**src/rtl/pc_spill_unit.sv**
```systemverilog
// pc_spill_unit: memory-side executor of the two-beat call-cache ops (spill PC as two bytes, fill PC from two bytes).
// Optional bounds checking against CACHE_LO/CACHE_HI is compiled in when PC_SPILL_BOUNDS_EN is defined.
module pc_spill_unit #(
  parameter int                PC_W     = 16,
  parameter int                DATA_W   = 8,
  parameter int                ADDR_W   = 16,
  parameter logic [ADDR_W-1:0] CACHE_LO = 16'h0000,
  parameter logic [ADDR_W-1:0] CACHE_HI = 16'h00FF
) (
  input  logic              i_clk,
  input  logic              i_reset,
  input  logic              i_spill_req,
  input  logic              i_fill_req,
  input  logic [PC_W-1:0]   i_pc_in,
  input  logic [ADDR_W-1:0] i_cache_ptr_in,
  output logic              o_busy,
  output logic              o_done,
  output logic              o_fault,
  output logic [PC_W-1:0]   o_pc_out,
  output logic [ADDR_W-1:0] o_cache_ptr_out,
  output logic [ADDR_W-1:0] o_mem_addr,
  output logic [DATA_W-1:0] o_mem_wdata,
  output logic              o_mem_we,
  output logic              o_mem_re,
  input  logic [DATA_W-1:0] i_mem_rdata,
  input  logic              i_mem_ready,
  output logic [2:0]        o_state
);

  // Memory handshake: a beat is presented by holding o_mem_we or o_mem_re high with
  // o_mem_addr/o_mem_wdata stable; it completes on the rising edge where i_mem_ready
  // is also high (read data is taken from i_mem_rdata on that same edge).
  typedef enum logic [2:0] {
    S_IDLE  = 3'd0,
    S_WR_LO = 3'd1,
    S_WR_HI = 3'd2,
    S_RD_HI = 3'd3,
    S_RD_LO = 3'd4,
    S_DONE  = 3'd5
  } state_t;

  localparam int EW = ADDR_W + 1;

`ifdef PC_SPILL_BOUNDS_EN
  localparam logic CHECK_EN = 1'b1;
`else
  localparam logic CHECK_EN = 1'b0;
`endif

  state_t              r_state, w_state;
  logic                r_busy, w_busy;
  logic                r_done, w_done;
  logic                r_fault, w_fault;
  logic                r_we, w_we;
  logic                r_re, w_re;
  logic [ADDR_W-1:0]   r_addr, w_addr;
  logic [DATA_W-1:0]   r_wdata, w_wdata;
  logic [PC_W-1:0]     r_pc_out, w_pc_out;
  logic [ADDR_W-1:0]   r_ptr_out, w_ptr_out;
  logic [ADDR_W-1:0]   r_ptr, w_ptr;
  logic [PC_W-1:0]     r_pc, w_pc;
  logic [DATA_W-1:0]   r_hi, w_hi;

  logic [EW-1:0]       w_ptr_ext;
  logic                w_spill_in_range;
  logic                w_fill_in_range;
  logic                w_spill_ok;
  logic                w_fill_ok;

  // Range checks use one extra bit so ptr+1 and ptr-2 cannot wrap into range.
  assign w_ptr_ext        = {1'b0, i_cache_ptr_in};
  assign w_spill_in_range = (w_ptr_ext >= {1'b0, CACHE_LO}) &&
                            ((w_ptr_ext + EW'(1)) <= {1'b0, CACHE_HI});
  assign w_fill_in_range  = (w_ptr_ext >= ({1'b0, CACHE_LO} + EW'(2)));
  assign w_spill_ok       = !CHECK_EN || w_spill_in_range;
  assign w_fill_ok        = !CHECK_EN || w_fill_in_range;

  always_comb begin
    w_state   = r_state;
    w_busy    = r_busy;
    w_done    = 1'b0;
    w_fault   = 1'b0;
    w_we      = r_we;
    w_re      = r_re;
    w_addr    = r_addr;
    w_wdata   = r_wdata;
    w_pc_out  = r_pc_out;
    w_ptr_out = r_ptr_out;
    w_ptr     = r_ptr;
    w_pc      = r_pc;
    w_hi      = r_hi;
    case (r_state)
      S_IDLE: begin
        if (i_spill_req) begin
          w_ptr = i_cache_ptr_in;
          w_pc  = i_pc_in;
          if (w_spill_ok) begin
            w_state = S_WR_LO;
            w_busy  = 1'b1;
            w_we    = 1'b1;
            w_addr  = i_cache_ptr_in;
            w_wdata = i_pc_in[DATA_W-1:0];
          end else begin
            w_state = S_DONE;
            w_done  = 1'b1;
            w_fault = 1'b1;
          end
        end else if (i_fill_req) begin
          w_ptr = i_cache_ptr_in;
          if (w_fill_ok) begin
            w_state = S_RD_HI;
            w_busy  = 1'b1;
            w_re    = 1'b1;
            w_addr  = i_cache_ptr_in - ADDR_W'(1);
          end else begin
            w_state = S_DONE;
            w_done  = 1'b1;
            w_fault = 1'b1;
          end
        end
      end
      S_WR_LO: begin
        if (i_mem_ready) begin
          w_state = S_WR_HI;
          w_addr  = r_ptr + ADDR_W'(1);
          w_wdata = DATA_W'(r_pc[PC_W-1:DATA_W]);
        end
      end
      S_WR_HI: begin
        if (i_mem_ready) begin
          w_state   = S_DONE;
          w_we      = 1'b0;
          w_busy    = 1'b0;
          w_done    = 1'b1;
          w_ptr_out = r_ptr + ADDR_W'(2);
        end
      end
      S_RD_HI: begin
        if (i_mem_ready) begin
          w_state = S_RD_LO;
          w_hi    = i_mem_rdata;
          w_addr  = r_ptr - ADDR_W'(2);
        end
      end
      S_RD_LO: begin
        if (i_mem_ready) begin
          w_state   = S_DONE;
          w_re      = 1'b0;
          w_busy    = 1'b0;
          w_done    = 1'b1;
          w_pc_out  = PC_W'({r_hi, i_mem_rdata});
          w_ptr_out = r_ptr - ADDR_W'(2);
        end
      end
      S_DONE: begin
        w_state = S_IDLE;
      end
      default: begin
        w_state = S_IDLE;
        w_busy  = 1'b0;
        w_we    = 1'b0;
        w_re    = 1'b0;
      end
    endcase
  end

  always_ff @(posedge i_clk) begin
    if (i_reset) begin
      r_state   <= S_IDLE;
      r_busy    <= 1'b0;
      r_done    <= 1'b0;
      r_fault   <= 1'b0;
      r_we      <= 1'b0;
      r_re      <= 1'b0;
      r_addr    <= '0;
      r_wdata   <= '0;
      r_pc_out  <= '0;
      r_ptr_out <= '0;
      r_ptr     <= '0;
      r_pc      <= '0;
      r_hi      <= '0;
    end else begin
      r_state   <= w_state;
      r_busy    <= w_busy;
      r_done    <= w_done;
      r_fault   <= w_fault;
      r_we      <= w_we;
      r_re      <= w_re;
      r_addr    <= w_addr;
      r_wdata   <= w_wdata;
      r_pc_out  <= w_pc_out;
      r_ptr_out <= w_ptr_out;
      r_ptr     <= w_ptr;
      r_pc      <= w_pc;
      r_hi      <= w_hi;
    end
  end

  assign o_busy          = r_busy;
  assign o_done          = r_done;
  assign o_fault         = r_fault;
  assign o_pc_out        = r_pc_out;
  assign o_cache_ptr_out = r_ptr_out;
  assign o_mem_addr      = r_addr;
  assign o_mem_wdata     = r_wdata;
  assign o_mem_we        = r_we;
  assign o_mem_re        = r_re;
  assign o_state         = r_state;

endmodule

```
**config.mk**
```make
export PLATFORM = sky130hd
export DESIGN_NAME = pc_spill_unit
export DESIGN_NICKNAME = d
export VERILOG_FILES = /design/src/rtl/pc_spill_unit.sv
export SDC_FILE = /design/constraint.sdc
export NUM_CORES = 1
export LEC_CHECK = 0
export CAP_MARGIN = 0
export CORE_MARGIN = 2
export CORE_UTILIZATION = 37
export CTS_BUF_LIST = sky130_fd_sc_hd__clkbuf_4 sky130_fd_sc_hd__clkbuf_8
export DETAILED_ROUTE_END_ITERATION = 6
export HOLD_SLACK_MARGIN = 0.05
export SYNTH_ARGS = -nofsm -noshare
export SYNTH_HDL_FRONTEND = slang
export SYNTH_SLANG_ARGS = --single-unit
export TNS_END_PERCENT = 1
```
**constraint.sdc**
```tcl
create_clock -name i_clk -period 2.1 [get_ports i_clk]
set_input_delay 0.21 -clock i_clk [delete_from_list [all_inputs] [get_ports i_clk]]
set_output_delay 0.21 -clock i_clk [all_outputs]
set_load 0.01 [all_outputs]
```
* After elaboration in Yosys (flattened, before gate mapping) *
Cells that the tools add are included.

operators by class
  reductions and logical operators = 21
  muxes and demuxes = 27
  add/sub/neg operators = 4
  equality and inequality tests = 14
  bitwise gates (word level) = 4

operators by type and width
  kind                   number
  $mux 16                7
  $pmux 16 s3            1
  $pmux 16 s2            1
  $add 16x1->16 const B  1
  $add 16x2->16 const B  1
  $mux 8                 2
  $pmux 8 s2             1
  $sub 16x1->16 const B  1
  $sub 16x2->16 const B  1
  $mux 3                 5
  $ne 2x2->1 const B     7
  $pmux 3 s4             1
  $reduce_and 3->1       4
  $reduce_and 4->1       3
  $pmux 1 s3             3
  $reduce_and 2->1       4
  $reduce_or 4->1        2
  $eq 3x2->1 const B     2
  $eq 3x3->1 const B     2
  $mux 1                 6
  $reduce_bool 2->1      3
  $not 1->1              4
  $reduce_or 2->1        2
  $eq 3x1->1 const B     1
  5 further kinds        5

storage, ports and cells
  register bits after elaboration = 103
  input port bits = 45

* Depth between registers and ports, before layout *
  depth after elaboration = 4
  gate-level depth with buffers = 8
  gate-level depth less buffers = 7

* Least setup slack after synthesis *
Ideal clock, no wire load.

  kind = reg2reg
  from = register r_ptr[1]
  to = register r_addr[11] (netlist: o_mem_addr[11])
  clock period less this slack = 2.174 ns
  setup time = 0.086 ns
  arrival time = 2.089 ns
  stages on the path, launching flop included = 9
  data required time = 2.014 ns
  path slack = -0.074 ns
  cells stage by stage = dfxtp_1 -> clkbuf_1 -> inv_1 -> ha_1 -> or3b_2 -> or4_1 -> xnor2_1 -> a21oi_1 -> a211oi_1

on the way
  longest elaborated chain between the ends = 3
  elaborated cells on any way between the ends = 5
  classes of those cells = add/sub (2); mux (3)

RTL lines
  what                                                   line      source
  from (decl)                                            60        logic [ADDR_W-1:0] r_ptr, w_ptr;
  from (signal assigned)                                 193       r_ptr <= w_ptr;
  $sub 16x2->16 / $add 16x1->16 (equally long branches)  142, 125
  $mux 16, on equally long branches                      139, 123
  $pmux 16 s3 (*)                                        92        case (r_state)
  to (signal assigned)                                   189       r_addr <= w_addr;
  to (decl)                                              56        logic [ADDR_W-1:0] r_addr, w_addr;

Every way passes the cells marked *; elsewhere a longest branch is shown, timed or not. The select of a mux whose other input is x is not followed.
A chain may end at the register's enable or synchronous reset.

* Final worst setup path *
Same ends and word-level chain as after synthesis.

==> impl_metrics.tcl <==
set metrics [dict create \
    status "complete, no violations" \
    end_kind "flip-flop" \
    io_buffers 107 \
    cp_max_fo 6 \
    avgSynthCellArea_um2 7.60 \
    cts_buffers 9 \
    drc 0 \
    min-delay-path-class "input port to flip-flop" \
    grt_setup_unrepaired "yes" \
    cts.clk_slew.worst_paths_ns 0.10 \
    clockRootBuffer "clkbuf_8" \
    via_count 5229 \
    finalInstanceArea_um2 6830 \
    syn_inst 654 \
    tightest_slew_ns 0.570 \
    drt-initial-drc-count 382 \
    worst_r2r_path_depth 7 \
    ys_async_sr_fraction 0 \
    cap_viol_max_count 0 \
    via_per_inst 5.38 \
    coreArea_um2 13200 \
    synth_edf_count 0 \
    skew_ns 0.0150 \
    ys_types 59 \
    rows 42 \
    layout-drive-gt1-share 0.134 \
    die_x_um 120 \
    min_period_over_period 0.979 \
    setup_viol 0 \
    ys_ff_latch 95 \
    routed_wl_um 16000 \
    min-delay-start "i_reset" \
    syn-num-nets 703 \
    die_h_um 120 \
    synth_area_leaders "dfxtp_1 (38%), nand2_1 (10%), a21oi_1 (6.8%), xnor2_1 (3.9%), clkbuf_1 (3.3%)" \
    cp-start-kind "flip-flop" \
    fin_tns_setup_ns 0 \
    antenna_found_initial 0 \
    cp.required_ns 2.40 \
    drv_slew 0 \
    cts_tree "yes" \
    ys_seq_area_frac 0.383 \
    r2r-start "r_ptr[1]$_SDFFE_PP0P_" \
    r2r_end "o_mem_addr[11]$_SDFFE_PP0P_" \
    min_period_ns 2.05 \
    ant_nets 0 \
    hold_end "o_cache_ptr_out[15]$_SDFFE_PP0P_" \
    grt_pass1_wl_um 25700 \
    crit_arrival_ns 2.36 \
    holdPathStages 3 \
    synth_area_um2 4970 \
    area_growth_pct 37.5 \
    p_leak_nw 2.50 \
    initial_core_util 0.377 \
    cts_sinks 95 \
    hold_buffers 0 \
    yosysTopAreaCellShare 0.383 \
    reg2reg_slack_ns 0.05 \
    htreeDepth 3 \
    ys_warn_count 0 \
    place.gp.congestion 0.879 \
    grt_max_degree 58 \
    grt_overflow 0 \
    num_antenna_cells 0 \
    synth-main-ff-cell "dfxtp_1" \
    clk_latency_ns 0.38 \
    clk_path_buf_depth 2 \
    ios 109 \
    dpl_cell_area_um2 6630 \
    maxSlewHeadroom 0.620 \
    path_class "flip-flop to flip-flop" \
    nets 841 \
    die-area_um2 14400 \
    hpwlAfterDp_um 12200 \
    fmax_ghz 0.487 \
    startpoint "r_ptr[1]$_SDFFE_PP0P_" \
    wl_per_cell_um 16.4 \
    hold_viol_final 0 \
    pwr_density_cell_nw_per_um2 754 \
    track_usage 0.226 \
    grt_pass1_vias 5078 \
    peakVddDrop_v 0.000300 \
    yosysTopAreaCell "dfxtp_1" \
    dr.pass1.iters 5 \
]
-- state kept, by name (all words and copies together) (netlist names) --
signal,count
o_cache_ptr_out,16
o_mem_addr,16
o_pc_out,16
r_ptr,16
o_mem_wdata,8
r_hi,8
r_pc,8
o_state,3
o_busy,1
o_done,1
o_mem_re,1
o_mem_we,1
-- synth_stat cells (2+ instances only) --
cell / n
nand2b_1: 2
inv_1: 10
or3_1: 5
nor4b_1: 2
buf_1: 2
a311oi_1: 11
a22oi_1: 6
a22o_1: 2
and4_1: 3
mux2i_1: 11
a211oi_1: 4
xor2_1: 15
nor3b_1: 5
or3b_2: 2
a21oi_1: 68
xnor2_1: 22
and2_1: 6
nand3_1: 12
o21bai_1: 3
o21ai_0: 31
dfxtp_1: 95
and3_1: 3
nand4_1: 10
nand2_1: 135
o31a_1: 2
nor2_1: 44
o211ai_1: 5
nor3_1: 15
or4_1: 8
buf_2: 8
a31oi_1: 4
nor2b_1: 5
clkbuf_1: 44
o31ai_1: 3
nand3b_1: 10
ha_1: 4
nor4_1: 15
-- area by class of cell --
type | instances | area, µm²
clock buffers | 9 | 124
clock inverters | 6 | 48.8
fillers | 1295 | 6360
inverters | 11 | 41.3
multi-input cells | 493 | 2840
flip-flops and latches | 95 | 1900
well taps | 176 | 220
repair buffers | 182 | 1650
-- logic make-up after synthesis --
| kind of cell | Yosys count | synth area share |
|---|---|---|
| buf+inv | 66 | 0.0526 |
| flops | 95 | 0.383 |
| xor+xnor | 37 | 0.0652 |
| fa+ha+maj | 4 | 0.0101 |
| mux | 11 | 0.0222 |
| other cells | 1 | 0.000754 |
| compound gates | 153 | 0.190 |
| simple gates | 287 | 0.277 |
-- worst max-delay path, stage by stage (launching register included) --
cell      delay (ns)
dfxtp_2         0.37
inv_1           0.09
ha_2            0.18
or3b_4          0.41
or4_4           0.47
xnor2_2         0.13
a21oi_1         0.08
a211oi_1        0.24
-- layout by cell type (no fill, tap or decap), types with 3 or more instances in the layout --
| cell | instances |
|---|---|
| and3_1 | 3 |
| a311oi_1 | 11 |
| and2_1 | 6 |
| clkinvlp_4 | 3 |
| nand3b_1 | 10 |
| xor2_1 | 15 |
| nor4_1 | 14 |
| inv_1 | 10 |
| a211oi_1 | 4 |
| o31ai_1 | 3 |
| nand2_1 | 135 |
| a21oi_1 | 68 |
| or3_1 | 5 |
| clkinv_4 | 3 |
| clkdlybuf4s50_1 | 106 |
| o21bai_1 | 3 |
| nor2_1 | 44 |
| buf_4 | 73 |
| o211ai_1 | 5 |
| nor3b_1 | 5 |
| xnor2_1 | 20 |
| dfxtp_1 | 93 |
| a22oi_1 | 6 |
| and4_1 | 3 |
| nand4_1 | 10 |
| o21ai_0 | 31 |
| clkbuf_8 | 9 |
| ha_1 | 3 |
| mux2i_1 | 10 |
| nand3_1 | 12 |
| nor3_1 | 15 |
| a31oi_1 | 4 |
| nor2b_1 | 5 |
| or4_1 | 7 |
-- report_power, final --
| group | total [mW] | switching [mW] | internal, mW |
|---|---|---|---|
| registers | 2.12 | 0.139 | 1.98 |
| logic | 1.92 | 1.01 | 0.908 |
| clock network | 1.12 | 0.686 | 0.429 |
-- routing by layer --
metal,up-vias,track usage,share of wire
met2,137,0.374,0.48
met1,2491,0.300,0.46
met3,20,0.0290,0.042
li1,2581,-,-
met4,0,0.0838,0.020
met5,-,0,0
-- stage by stage --
step	worst slack (ns)	hold WS, ns	utilization	std cells	power, mW
after floorplan	0.0211	0.346	-	654	3.13
after global placement	-0.301	0.441	0.502	957	4.02
after detailed placement	-0.321	0.447	0.502	957	4.03
after CTS	0.0173	0.238	0.516	972	5.17
after global routing	-0.0282	0.279	0.518	972	5.46
final	0.0451	0.259	0.518	972	5.15
-- timing repair --
| item | CTS | global route |
|---|---|---|
| endpoints found under the setup margin | 2 | 6 |
| setup buffers | 0 | 0 |
| resized for setup | 2 | 6 |
| hold endpoints to repair | 0 | 0 |
-- worst max-delay path by stage --
stage	to	slack, ns
after global placement	o_mem_addr[13]$_SDFFE_PP0P_	-0.30
after detailed placement	o_mem_addr[13]$_SDFFE_PP0P_	-0.32
after floorplan	o_mem_addr[11]$_SDFFE_PP0P_	0.02
after global routing	o_cache_ptr_out[11]$_SDFFE_PP0P_	-0.03
after CTS	o_mem_addr[11]$_SDFFE_PP0P_	0.02
final	o_mem_addr[11]$_SDFFE_PP0P_	0.05
Power figures use the tool's default switching activity.
